==> config.mk <==
export PLATFORM = sky130hd
export DESIGN_NAME = tt_spine_sel
export DESIGN_NICKNAME = d
export VERILOG_FILES = /design/src/rtl/tt_spine_sel.sv
export SDC_FILE = /design/constraint.sdc
export NUM_CORES = 1
export LEC_CHECK = 0
export BUFFER_PORTS_ARGS = -buffer_cell sky130_fd_sc_hd__buf_4
export CORE_UTILIZATION = 50
export CTS_BUF_LIST = sky130_fd_sc_hd__clkbuf_8
export CTS_CLUSTER_SIZE = 40
export DETAILED_ROUTE_END_ITERATION = 8
export PLACE_DENSITY = 0.8
export SETUP_SLACK_MARGIN = 0.4
export SYNTH_ARGS = -nofsm -noshare
export SYNTH_HDL_FRONTEND = slang
export SYNTH_SLANG_ARGS = --single-unit
==> constraint.sdc <==
create_clock -name clk -period 1.65 [get_ports clk]
set_clock_uncertainty 0.05 [all_clocks]
set_input_delay 0.2475 -clock clk [delete_from_list [all_inputs] [get_ports clk]]
set_output_delay 0.2475 -clock clk [all_outputs]
set_load 0.01 [all_outputs]
==> src/rtl/tt_spine_sel.sv <==
// tt_spine_sel: spine select/enable controller with break-before-make.
// Optional DROP/BLANK sequencing enabled by TT_SPINE_SEL_BLANK_EN.
module tt_spine_sel #(
    parameter int SEL_W       = 9,
    parameter int SYNC_STAGES = 2,
    parameter int BLANK_CYC   = 4
) (
    input  logic             clk,
    input  logic             rst_n,
    input  logic             ctrl_sel_rst_n,
    input  logic             ctrl_sel_inc,
    input  logic             ctrl_ena,
    output logic [SEL_W-1:0] spine_sel,
    output logic             spine_ena,
    output logic [SEL_W-1:0] sel_cnt,
    output logic             busy
);

    typedef enum logic [1:0] {
        IDLE,
        ACTIVE,
        DROP,
        BLANK
    } state_t;

    localparam logic [SEL_W-1:0] ONE = SEL_W'(1);

    logic [SYNC_STAGES-1:0] r_rst_sync;
    logic [SYNC_STAGES-1:0] r_inc_sync;
    logic [SYNC_STAGES-1:0] r_ena_sync;
    logic                   r_inc_q;
    logic [SEL_W-1:0]       r_cnt;
    logic [SEL_W-1:0]       r_sel;
    logic                   r_ena;
    state_t                 r_state;
    state_t                 w_nxt;
    logic                   w_rst_s;
    logic                   w_inc_s;
    logic                   w_ena_s;
    logic                   w_inc_edge;

    assign w_rst_s    = r_rst_sync[SYNC_STAGES-1];
    assign w_inc_s    = r_inc_sync[SYNC_STAGES-1];
    assign w_ena_s    = r_ena_sync[SYNC_STAGES-1];
    assign w_inc_edge = w_inc_s & ~r_inc_q;

    assign spine_sel = r_sel;
    assign spine_ena = r_ena;
    assign sel_cnt   = r_cnt;

    // Synchronize the three slow pins and delay inc for edge detect
    always_ff @(posedge clk) begin
        if (!rst_n) begin
            r_rst_sync <= '0;
            r_inc_sync <= '0;
            r_ena_sync <= '0;
            r_inc_q    <= 1'b0;
        end else begin
            r_rst_sync <= {r_rst_sync[SYNC_STAGES-2:0], ctrl_sel_rst_n};
            r_inc_sync <= {r_inc_sync[SYNC_STAGES-2:0], ctrl_sel_inc};
            r_ena_sync <= {r_ena_sync[SYNC_STAGES-2:0], ctrl_ena};
            r_inc_q    <= w_inc_s;
        end
    end

    // Address counter: select reset wins over increment, wraps naturally
    always_ff @(posedge clk) begin
        if (!rst_n) begin
            r_cnt <= '0;
        end else if (!w_rst_s) begin
            r_cnt <= '0;
        end else if (w_inc_edge) begin
            r_cnt <= r_cnt + ONE;
        end
    end

    // FSM state plus registered enable derived from the next state
    always_ff @(posedge clk) begin
        if (!rst_n) begin
            r_state <= IDLE;
            r_ena   <= 1'b0;
        end else begin
            r_state <= w_nxt;
            r_ena   <= (w_nxt == ACTIVE);
        end
    end

`ifdef TT_SPINE_SEL_BLANK_EN
    localparam int BW = (BLANK_CYC < 2) ? 1 : $clog2(BLANK_CYC + 1);

    logic [BW-1:0] r_blank;
    logic          r_busy;

    assign busy = r_busy;

    // Next state: any address change goes through DROP then BLANK
    always_comb begin
        w_nxt = r_state;
        if (!w_rst_s) begin
            w_nxt = (r_sel != '0) ? DROP : IDLE;
        end else if (w_inc_edge) begin
            w_nxt = DROP;
        end else begin
            unique case (r_state)
                IDLE, ACTIVE: w_nxt = w_ena_s ? ACTIVE : IDLE;
                DROP:         w_nxt = BLANK;
                BLANK: begin
                    if (r_blank == BW'(1)) begin
                        w_nxt = w_ena_s ? ACTIVE : IDLE;
                    end
                end
                default:      w_nxt = IDLE;
            endcase
        end
    end

    // Spine address loads only in DROP, after enable is already low
    always_ff @(posedge clk) begin
        if (!rst_n) begin
            r_sel   <= '0;
            r_blank <= '0;
            r_busy  <= 1'b0;
        end else begin
            if (r_state == DROP) begin
                r_sel   <= r_cnt;
                r_blank <= BW'(BLANK_CYC);
            end else if (r_state == BLANK && r_blank != '0) begin
                r_blank <= r_blank - BW'(1);
            end
            r_busy <= (w_nxt == DROP) || (w_nxt == BLANK);
        end
    end
`else
    assign busy = 1'b0;

    // Next state: enable simply follows the synchronized request
    always_comb begin
        w_nxt = IDLE;
        unique case (r_state)
            IDLE, ACTIVE: w_nxt = (w_ena_s && w_rst_s) ? ACTIVE : IDLE;
            default:      w_nxt = IDLE;
        endcase
    end

    // Spine address tracks the counter's next value directly
    always_ff @(posedge clk) begin
        if (!rst_n) begin
            r_sel <= '0;
        end else if (!w_rst_s) begin
            r_sel <= '0;
        end else if (w_inc_edge) begin
            r_sel <= r_cnt + ONE;
        end
    end
`endif

endmodule

Yosys cells after proc, flatten, opt, wreduce, memory -nomap -nowiden
Cells that the tools add are included.
Widths: inputs -> output; s select.
{ "word_totals": {"word_cells": 18, "output_inout_bits": 20, "ram_bits": 0, "regBits": 19, "mem_bits_ro": 0, "input_bits": 5, "memories": 0, "latchBits": 0} }
{ "op_classes": {"eq_ne": 2, "magnitude_cmp": 0, "multipliers": 0, "n_div": 0, "n_reduce_logical": 4, "add_sub_neg": 1, "muxes": 2, "bitwise": 2, "n_shift": 0} }
{ "op_table": {"columns": ["operator", "count"], "rows": [
  ["$add 9x1->9 const B", 1],
  ["$eq 2x1->1 const B", 2],
  ["$logic_not 2->1", 1],
  ["$mux 1", 2],
  ["$reduce_and 2->1", 1],
  ["$reduce_or 2->1", 1],
  ["$and 1x1->1", 1],
  ["$logic_and 1x1->1", 1],
  ["$not 1->1", 1]
]} }

Longest topological paths before layout
Gate-level depths: netlist (run 1).
{ "depth": {"word_depth": 4, "mapped_depth": 4, "mapped_depth_nobuf": 4} }

Worst setup path after synthesis (run 1)
Ideal clock, no wire load.
{ "synth_timing": {"path_kind": "register to register", "from": "register r_cnt[0], in the netlist sel_cnt[0]", "to": "register r_cnt[8], in the netlist sel_cnt[8]", "synth_period_minus_slack_ns": 1.470, "setup_time_ns": 0.070, "t_required_ns": 1.530, "path_buffers": 0, "setup_slack_ns": 0.180, "stages_incl_launch_ff": 5, "arrival_ns": 1.351, "cell_sequence": "dfxtp_1 -> ha_1 -> nand3_2 -> or4_1 -> a21oi_1"} }
{ "synth_between": {"elab_chain_cells": 1} }
{ "synth_rtl": {"columns": ["element", "line_no", "text"], "rows": [
  ["from (decl)", "32", "logic [SEL_W-1:0] r_cnt;"],
  ["from (signal assigned)", "73", "r_cnt <= r_cnt + ONE;"],
  ["$add 9x1->9", "73", null]
]} }
No other way between the ends.
A chain may end at the register's enable or synchronous reset.

Final worst setup path (run 1)
{ "layout_timing": {"from": "register r_cnt[1], in the netlist sel_cnt[1]", "to": "register r_cnt[6], in the netlist sel_cnt[6]"} }
Same word-level chain as after synthesis.

==> metrics.md, run 1 <==
| Metric | Value |
|---|---|
| IO Count | 25 |
| Initial drt markers | 26 |
| Synthesized flop and latch total | 17 |
| Cells after DPL | 98 |
| Remaining Overflow, GRT | 0 |
| Synthesized Nets | 77 |
| Register area | 364 µm² |
| Worst vdd ir | 0.000609 V |
| Layout cell share with drive strength beyond 1 | 0.557 |
| Synth cell types | 20 |
| Post-synthesis sequential area ratio | 0.481 |
| Dpl ws | 0.264 ns |
| Via/cell ratio | 5.48 |
| Cell Area, Placed | 838 µm² |
| Initial core utilization | 0.544 |
| Arrival time at the worst endpoint | 1.45 ns |
| CTS Buf Count | 3 |
| # fillers | 83 |
| Finished Core Util | 0.785 |
| Die H | 39.6 µm |
| Worst reg2reg path depth | 4 |
| Ys Warns | 0 |
| Largest net degree at the start of global routing | 11 |
| Post-layout nets | 104 |
| Worst Hold End | r_inc_sync[0] |
| Final worst path period need | 1.32 ns |
| Reg2reg end | sel_cnt[6] |
| Gpl congestion | 0.659 |
| Hold-fix buffers, CTS | 0 |
| H-tree Lvls | 1 |
| TritonCTS clock tree | yes |
| Worst Setup SP | sel_cnt[1] |
| Min-delay src | ctrl_sel_inc |
| CTS root buf | clkbuf_8 |
| Routed Antenna Nets | 0 |
| Worst R2R Setup Slack | 0.33 ns |
| Design Area, Final | 1020 µm² |
| Area grow syn2layout | 44.2% |
| Max clock buf depth | 2 |
| Avg Inst Size Synth | 9.97 µm² |
| Post-Synthesis Cells | 71 |
| First-pass GRT wire length | 2210 µm |
| Fmax | 759 MHz |
| Status | finished, final reports clean |
| DRT Pass-1 Iters | 4 |
| Row count | 13 |
| Clock latency on the worst-skew pair | 0.25 ns |
| Final Worst Setup Slack | 0.332 ns |
| Hold Crit Class | in2reg |
| Worst EP required | 1.78 ns |
| Dpl hpwl | 861 µm |
| Max incr delay on CP | 0.42 ns |
| # DRC | 0 |
| # port buffers | 23 |
| Crit path kind | reg2reg |
| Chip Width | 39.6 µm |
| Crit-path cells | ha_4 > nand3_4 > or4_1 > a21oi_1 |
| Top Family by Delay on Critical Path | simple AND/OR/NAND/NOR gates |
| WL final | 1500 µm |
| Drt wl/cell | 13.4 µm |
| Reg clk slew, reported paths | 0.07 ns |
| Crit Path Max Fanout | 5 |
| Pins Over Slew Limit | 0 |
| Vias | 614 |
| Post-route setup TNS | 0 ns |
| Final setup viols | 0 |
| # clock sinks | 17 |
| Setup crit start kind | register |
| Final Hold Viols | 0 |
| RSZ-0062 raised after global routing | yes |
| CP endpoint kind | register |
| Die area | 1570 µm² |
| Antenna diodes | 0 |
| Initial antenna violation count | 0 |
| Vias in the first global route | 528 |
| LEAKAGE | 0.000413 µW |
| Number of max-cap violations | 0 |
| Core area | 1300 µm² |
| Area of the multi-input gates | 325 µm² |
| Post-synth design cell area | 708 µm² |
| Hold path depth | 2 |
| PwrDens | 737 nW/µm² |
| Crit Reg-Reg Startpoint | sel_cnt[1] |
| Gr usage total | 0.217 |
| Buf+Inv Stages, Crit Path | 0 |
| Final worst-path cycle share | 0.799 |
| Layout Cells excl Fill | 112 |
| Slowest CP cell | or4_1 |
==> per-layer routing <==
layer	vias to the layer above	global-route usage	share of wire
li1	289	-	-
met1	294	0.233	0.40
met2	31	0.389	0.53
met3	0	0.0511	0.072
met4	0	0.103	0
met5	-	0	0
==> placed cells by master, fill, tap and decap left out, types with 4 or more instances in the layout <==
master / instances
a21oi_1: 5
and2_1: 7
dfxtp_1: 8
dfxtp_4: 5
dfxtp_2: 4
buf_6: 5
buf_4: 28
==> worst max path at each step <==
| stage | to | slack, ns | cells past startpoint |
|---|---|---|---|
| global placement | sel_cnt[8] | 0.32 | 4 |
| global route | sel_cnt[8] | 0.30 | 4 |
| detailed placement | sel_cnt[8] | 0.26 | 4 |
| CTS | sel_cnt[6] | 0.37 | 4 |
| floorplan | sel_cnt[8] | 0.32 | 4 |
| finish | sel_cnt[6] | 0.33 | 4 |
==> flip-flops by register name, summed over array words and instances, names as in the netlist <==
register,flops
sel_cnt,9
r_rst_sync,2
r_inc_sync,2
spine_ena,1
r_inc_q,1
r_ena_sync,2
==> logic make-up after synthesis <==
kind of cell             Yosys count  synth area share
XOR/XNOR                           2            0.0247
multiplexers                       1            0.0141
AO/OA/AOI/OAI                     12            0.0989
other                              1           0.00530
AND/OR/NAND/NOR                   26             0.242
buffers and inverters             11             0.117
flip-flops                        17             0.481
adder cells (fa/ha/maj)            1            0.0177
==> layout make-up <==
type	instances	area share
Clock buffer	3	0.0404
Multi-Input combinational cell	43	0.319
Timing Repair Buffer	33	0.261
Clock inverter	1	0.00490
Tap cell	15	0.0184
Sequential cell	17	0.357
==> report_power, final <==
part | switching [µW] | internal [µW] | total (µW)
combinational | 13.5 | 17.0 | 30.5
clock | 141 | 167 | 309
sequential | 3.19 | 410 | 413
==> what timing repair did <==
item / in CTS / in global routing
buffers inserted: 8 / 2
pin swaps: 7 / 2
resized for setup: 12 / 7
cloned: 0 / 0
setup endpoints to repair: 4 / 7
hold endpoints to repair: 0 / 0
==> synth_stat cells <==
master    instances  area (µm²)
nand2b_4          1        13.8
buf_4            11        82.6
and2_1            7        43.8
nand3b_1          1        7.51
o31ai_1           4        30.0
nor2_1            3        11.3
and3_1            1        6.26
nand2_2           1        6.26
xor2_1            2        17.5
nand4_1           2        12.5
nand2_1           2        7.51
or3_1             2        12.5
dfxtp_1          17         340
a21oi_1           6        30.0
ha_1              1        12.5
nand3_2           2        20.0
mux2i_1           1        10.0
or4_1             4        30.0
o21ai_0           2        10.0
conb_1            1        3.75
==> through the flow <==
step	power (µW)	hold slack (ns)
after floorplan	442	0.319
after global placement	451	0.363
after detailed placement	451	0.372
after CTS	757	0.152
after global routing	779	0.150
final	752	0.153
Power figures use the tool's default switching activity.
==> run 2, diff against run 1 <==
--- a/config.mk
+++ b/config.mk
@@ -5,12 +5,13 @@
 export SDC_FILE = /design/constraint.sdc
 export NUM_CORES = 1
 export LEC_CHECK = 0
+export ABC_AREA = 1
 export BUFFER_PORTS_ARGS = -buffer_cell sky130_fd_sc_hd__buf_4
 export CORE_UTILIZATION = 50
 export CTS_BUF_LIST = sky130_fd_sc_hd__clkbuf_8
 export CTS_CLUSTER_SIZE = 40
 export DETAILED_ROUTE_END_ITERATION = 8
-export PLACE_DENSITY = 0.8
+export PLACE_DENSITY = 0.79
 export SETUP_SLACK_MARGIN = 0.4
 export SYNTH_ARGS = -nofsm -noshare
 export SYNTH_HDL_FRONTEND = slang
==> constraint.sdc (replaced) <==
create_clock -name clk -period 1.25 [get_ports clk]
set_clock_uncertainty 0.05 [all_clocks]
set_input_delay 0.1875 -clock clk [delete_from_list [all_inputs] [get_ports clk]]
set_output_delay 0.1875 -clock clk [all_outputs]
set_load 0.01 [all_outputs]
==> run 2 against run 1 <==
Against the previous run:
- die area is 4.4% higher
- combinational power is 26% higher
- global-route usage fell by 2.3 points
- critical path depth down 2
- register-to-register slack lost 0.15 ns
- final area is 8.3% higher
- largest power group unchanged
- clock power rose by 26%
- highest routed layer is now met4
==> metrics.md, run 2 <==
| Metric | Value |
|---|---|
| Status | finished, final reports clean |
| Ys Warns | 0 |
| TritonCTS clock tree | yes |
| Crit-path cells | buf_4 > buf_6 |
| Final Hold Viols | 0 |
| Avg Inst Size Synth | 7.56 µm² |
| # DRC | 0 |
| Int Pwr | 771 µW |
| Largest net degree at the start of global routing | 10 |
| Ys async rst share | 0 |
| Post-synth EDFFs | 0 |
| Met1 Routed Length | 600 µm |
| Vias | 656 |
| Layout cell share with drive strength beyond 1 | 0.496 |
| Gpl congestion | 0.707 |
| Dpl ws | 0.182 ns |
| Max FFs per register | 9 |
| PwrDens | 876 nW/µm² |
| Top Layer Used | met4 |
| Commonest non-fill, non-tap cells in the layout | nand2_1, buf_4, buf_6, inv_1, nor2_1 |
| Post-synthesis sequential area ratio | 0.459 |
| Slowest CP cell | dfxtp_4 |
| Final hold slack | 0.0726 ns |
| Area grow syn2layout | 49.3% |
| Via/cell ratio | 4.75 |
| Fmax | 917 MHz |
| Crit Path Max Fanout | 5 |
| Reg clk slew, reported paths | 0.06 ns |
| Remaining Overflow, GRT | 0 |
| Initial antenna violation count | 0 |
| Largest cells by area after synthesis | dfxtp_1, buf_4, nand2_1, nor2_1, inv_1 |
| Layout Cells excl Fill | 138 |
| Most common cell after layout, fill and taps aside | nand2_1 |
| Die area | 1640 µm² |
| DRT Pass-1 Iters | 4 |
| Arrival time at the worst endpoint | 0.85 ns |
| Routed Antenna Nets | 0 |
| Sw Ratio | 0.204 |
| Number of max-cap violations | 0 |
| Drt wl/cell | 10.6 µm |
| Buf+Inv Stages, Crit Path | 2 |
| RSZ-0062 raised after global routing | yes |
| Worst EP required | 1.01 ns |
| Die H | 40.5 µm |
| Antenna diodes | 0 |
| Switching power total | 198 µW |
| Vias in the first global route | 533 |
| Initial drt markers | 10 |
| Max clock buf depth | 2 |
| Commonest cells post-synth | nand2_1, dfxtp_1, nor2_1 |
| Cells after DPL | 125 |
| Final Worst Setup Slack | 0.159 ns |
| CTS Buf Count | 3 |
| Crit path kind | reg2out |
| Post-Synthesis Cells | 98 |
| Cell accounting for the most synthesized area | dfxtp_1 |
| CP endpoint kind | primary output |
| Final worst-path cycle share | 0.873 |
| Top-count cell post-synth | nand2_1 |
| LEAKAGE | 0.000510 µW |
| Core area | 1330 µm² |
| Initial core utilization | 0.555 |
| Clock latency on the worst-skew pair | 0.25 ns |
| Pins Over Slew Limit | 0 |
| IO Count | 25 |
| Row count | 13 |
| Top Family by Delay on Critical Path | flip-flops |
| Hold Crit Class | in2reg |
| Clk pwr share | 0.402 |
| H-tree Lvls | 1 |
| # fillers | 81 |
| Final worst path period need | 1.09 ns |
| Post-synth design cell area | 741 µm² |
| Cell Area, Placed | 883 µm² |
| Synth Flop Type | dfxtp_1 |
| Design Area, Final | 1110 µm² |
| Metal3 WL | 47 µm |
| First-pass GRT wire length | 2040 µm |
| Gr usage total | 0.195 |
| Post-route setup TNS | 0 ns |
| Worst vdd ir | 0.000654 V |
| Met2 Wirelength | 810 µm |
| # port buffers | 23 |
| WL final | 1470 µm |
| Synth cell types | 17 |
| Post-layout nets | 130 |
| Synthesized Nets | 104 |
| Setup crit start kind | register |
| # clock sinks | 17 |
| Max incr delay on CP | 0.36 ns |
| Dpl hpwl | 930 µm |
| Final setup viols | 0 |
| Hold-fix buffers, CTS | 0 |
| Chip Width | 40.5 µm |
| Part of the power in combinational logic | 0.040 |
| Power share of the sequential group | 0.558 |
| CTS root buf | clkbuf_8 |
| Yosys top cell area share | 0.459 |
| Synthesized flop and latch total | 17 |
[run 2: kinds of logic (layout without fill, tap and decap cells)]
kind of cell             count (synthesis)  after routing  share of synthesized area
AO/OA/AOI/OAI                            5              5                     0.0338
AND/OR/NAND/NOR                         48             48                      0.291
XOR/XNOR                                 1              1                     0.0118
flip-flops                              17             17                      0.459
buffers and inverters                   25             50                      0.182
other                                    1              1                    0.00506
adder cells (fa/ha/maj)                  1              1                     0.0169
[run 2: per-layer routing]
layer	GRT usage	vias to the layer above
li1	-	334
met1	0.191	305
met2	0.365	15
met3	0.0500	2
met4	0.100	0
met5	0	-
[run 2: timing repair]
action / CTS / global route
buffers inserted: 7 / 2
pin swaps: 1 / 2
resized for setup: 27 / 6
endpoints found under the setup margin: 28 / 28
[run 2: worst paths after layout]
kind         cells past startpoint  slack, ns             to           from
max                              2       0.16     sel_cnt[1]     sel_cnt[1]
min                              3       0.07  r_ena_sync[0]       ctrl_ena
max reg2reg                      6       0.18     sel_cnt[6]     sel_cnt[0]
min reg2reg                      2       0.36      spine_ena  r_ena_sync[1]
[run 2: through the flow]
step,utilization,power (µW)
detailed placement,0.662,598
global placement,0.662,596
CTS,0.803,982
global route,0.829,1010
floorplan,-,587
finish,0.829,969
[run 2: tightest hold or removal path: cells and delay by family]
kind,cells,cell delay (ns)
and+or+nand+nor,1,0.04
buffers and inverters,2,0.11
[run 2: final cells by class]
cell class	count	area (µm²)	area share
well taps	15	18.8	0.0170
inverters	14	52.6	0.0475
repair buffers	32	300	0.271
multi-input cells	56	315	0.285
flip-flops and latches	17	374	0.338
clock inverters	1	3.75	0.00339
clock buffers	3	41.3	0.0373
[run 2: power groups by stage]
stage          logic, µW  registers, µW  clock network [µW]
2_1_floorplan       25.5            562                   0
5_1_grt             42.8            541                 422
6_report            38.4            541                 389
3_5_place_dp        35.7            562                   0
4_1_cts             37.2            542                 402
3_3_place_gp        34.1            562                   0
==> run 3, diff against run 2 <==
==> constraint.sdc (replaced) <==
create_clock -name clk -period 1.15 [get_ports clk]
set_clock_uncertainty 0.05 [all_clocks]
set_input_delay 0.1725 -clock clk [delete_from_list [all_inputs] [get_ports clk]]
set_output_delay 0.1725 -clock clk [all_outputs]
set_load 0.01 [all_outputs]
==> run 3 against run 2 <==
Against the previous run:
- utilization decreased by 0.47 points
- first-iteration DRC count fell by 30%
- critical path depth up 4
- routed wire length up 6.9%
- flip-flop and latch count unchanged
- critical path type is now reg2reg
- largest power group unchanged
==> metrics.md, run 3 (synthesized netlist as in run 2, its figures left out) <==
| Metric | Value |
|---|---|
| Clock latency on the worst-skew pair | 0.25 ns |
| Max clock buf depth | 2 |
| Clk pwr share | 0.404 |
| Buf+Inv Stages, Crit Path | 0 |
| Worst Setup SP | sel_cnt[1] |
| Post-layout nets | 130 |
| Area grow syn2layout | 48.5% |
| Crit path kind | reg2reg |
| H-tree Lvls | 1 |
| RSZ-0062 raised after global routing | yes |
| Layout cell share with drive strength beyond 1 | 0.512 |
| Vias in the first global route | 530 |
| Arrival time at the worst endpoint | 1.24 ns |
| Worst vdd ir | 0.000822 V |
| Hold-fix buffers, CTS | 0 |
| Status | finished, final reports clean |
| Fmax | 875 MHz |
| Initial antenna violation count | 0 |
| Switching power total | 220 µW |
| Antenna diodes | 0 |
| Drt wl/cell | 11.4 µm |
| Dpl ws | 0.0897 ns |
| # clock sinks | 17 |
| Number of max-cap violations | 0 |
| Int Pwr | 839 µW |
| Layout Cells excl Fill | 138 |
| TritonCTS clock tree | yes |
| Core area | 1330 µm² |
| Reg clk slew, reported paths | 0.06 ns |
| Design Area, Final | 1100 µm² |
| First-pass GRT wire length | 2060 µm |
| Routed Antenna Nets | 0 |
| IO Count | 25 |
| Pins Over Slew Limit | 0 |
| Power share of the sequential group | 0.555 |
| Initial core utilization | 0.555 |
| Final Worst Setup Slack | 0.00691 ns |
| Remaining Overflow, GRT | 0 |
| Final hold slack | 0.0496 ns |
| Part of the power in combinational logic | 0.041 |
| Dpl hpwl | 921 µm |
| # port buffers | 23 |
| Crit-path cells | ha_4 > nand2_4 > nor2_4 > nand3_1 > nand2_1 > nor2_1 |
| Max FFs per register | 9 |
| LEAKAGE | 0.000509 µW |
| Gpl congestion | 0.723 |
| Initial drt markers | 7 |
| Vias | 654 |
| CTS root buf | clkbuf_8 |
| CP endpoint kind | register |
| WL final | 1570 µm |
| Sw Ratio | 0.208 |
| Worst EP required | 1.25 ns |
| Hold Crit Class | in2reg |
| Via/cell ratio | 4.74 |
| Final setup viols | 0 |
| Final Hold Viols | 0 |
| Cells after DPL | 125 |
| Final worst-path cycle share | 0.994 |
| # DRC | 0 |
| Die area | 1640 µm² |
| Gr usage total | 0.202 |
| Top Family by Delay on Critical Path | simple AND/OR/NAND/NOR gates |
| DRT Pass-1 Iters | 3 |
| Die H | 40.5 µm |
| PwrDens | 963 nW/µm² |
| Largest net degree at the start of global routing | 10 |
| Crit Path Max Fanout | 6 |
| Setup crit start kind | register |
| Crit Reg-Reg Startpoint | sel_cnt[1] |
| Min-delay src | ctrl_ena |
| Cell Area, Placed | 890 µm² |
| Final worst path period need | 1.14 ns |
| CTS Buf Count | 3 |
| Slowest CP cell | dfxtp_4 |
| Max incr delay on CP | 0.38 ns |
| Commonest non-fill, non-tap cells in the layout | nand2_1, buf_4, buf_6, inv_1, nor2_1 |
| Row count | 13 |
| Chip Width | 40.5 µm |
[run 3: changes by cell type in the layout (fill, tap and decap cells not counted)]
| cell | change |
|---|---|
| a21oi_2 | +1 |
| nor3_2 | +1 |
| nand2_1 | -1 |
| buf_4 | +2 |
| nand2_4 | -1 |
| a21oi_1 | -1 |
| nand3_2 | -1 |
| nand3_1 | +1 |
| buf_6 | -2 |
| nor3_1 | -1 |
| nand2_2 | +2 |
[run 3: timing repair]
item,4_1_cts,5_1_grt
gates resized for setup,12,15
endpoints found under the setup margin,28,28
buffers inserted,4,5
cloned,0,0
pin swaps,1,3
[run 3: tightest hold or removal path: stages]
cell and delay (ns):
buf_4 0.08, nand2_1 0.04, inv_1 0.04
[run 3: final timing paths]
path / end / slack, ns / cells past startpoint
hold / removal: r_ena_sync[0] / 0.05 / 3
hold reg to reg: spine_ena / 0.36 / 2
setup / recovery: sel_cnt[6] / 0.007 / 6
setup reg to reg: sel_cnt[6] / 0.007 / 6
[run 3: layout make-up]
type                       count  area [µm²]
clock buffer                   3        41.3
clock inverter                 1        3.75
fill                          84         234
inverter                      14        52.6
multi-input combinational     56         317
sequential                    17         374
tap                           15        18.8
timing repair buffer          32         293
[run 3: through the flow]
stage	util	power, µW	TNS [ns]
2_1_floorplan	-	639	0
3_3_place_gp	0.667	649	0
3_5_place_dp	0.667	651	0
4_1_cts	0.756	1080	0
5_1_grt	0.825	1110	-0.0540
6_report	0.825	1060	0
[run 3: power by group through the flow]
stage	combinational [µW]	sequential, µW	clock, µW
6_report	43.1	588	428
5_1_grt	48.3	588	469
4_1_cts	40.1	597	442
3_5_place_dp	39.0	612	0
3_3_place_gp	37.4	611	0
2_1_floorplan	28.2	611	0
[run 3: per-layer routing]
layer	up-vias	GRT usage	wire length (µm)
met5	-	0	0
met4	0	0.117	21
met3	2	0.0667	71
met2	19	0.353	844
met1	298	0.207	632
li1	335	-	-
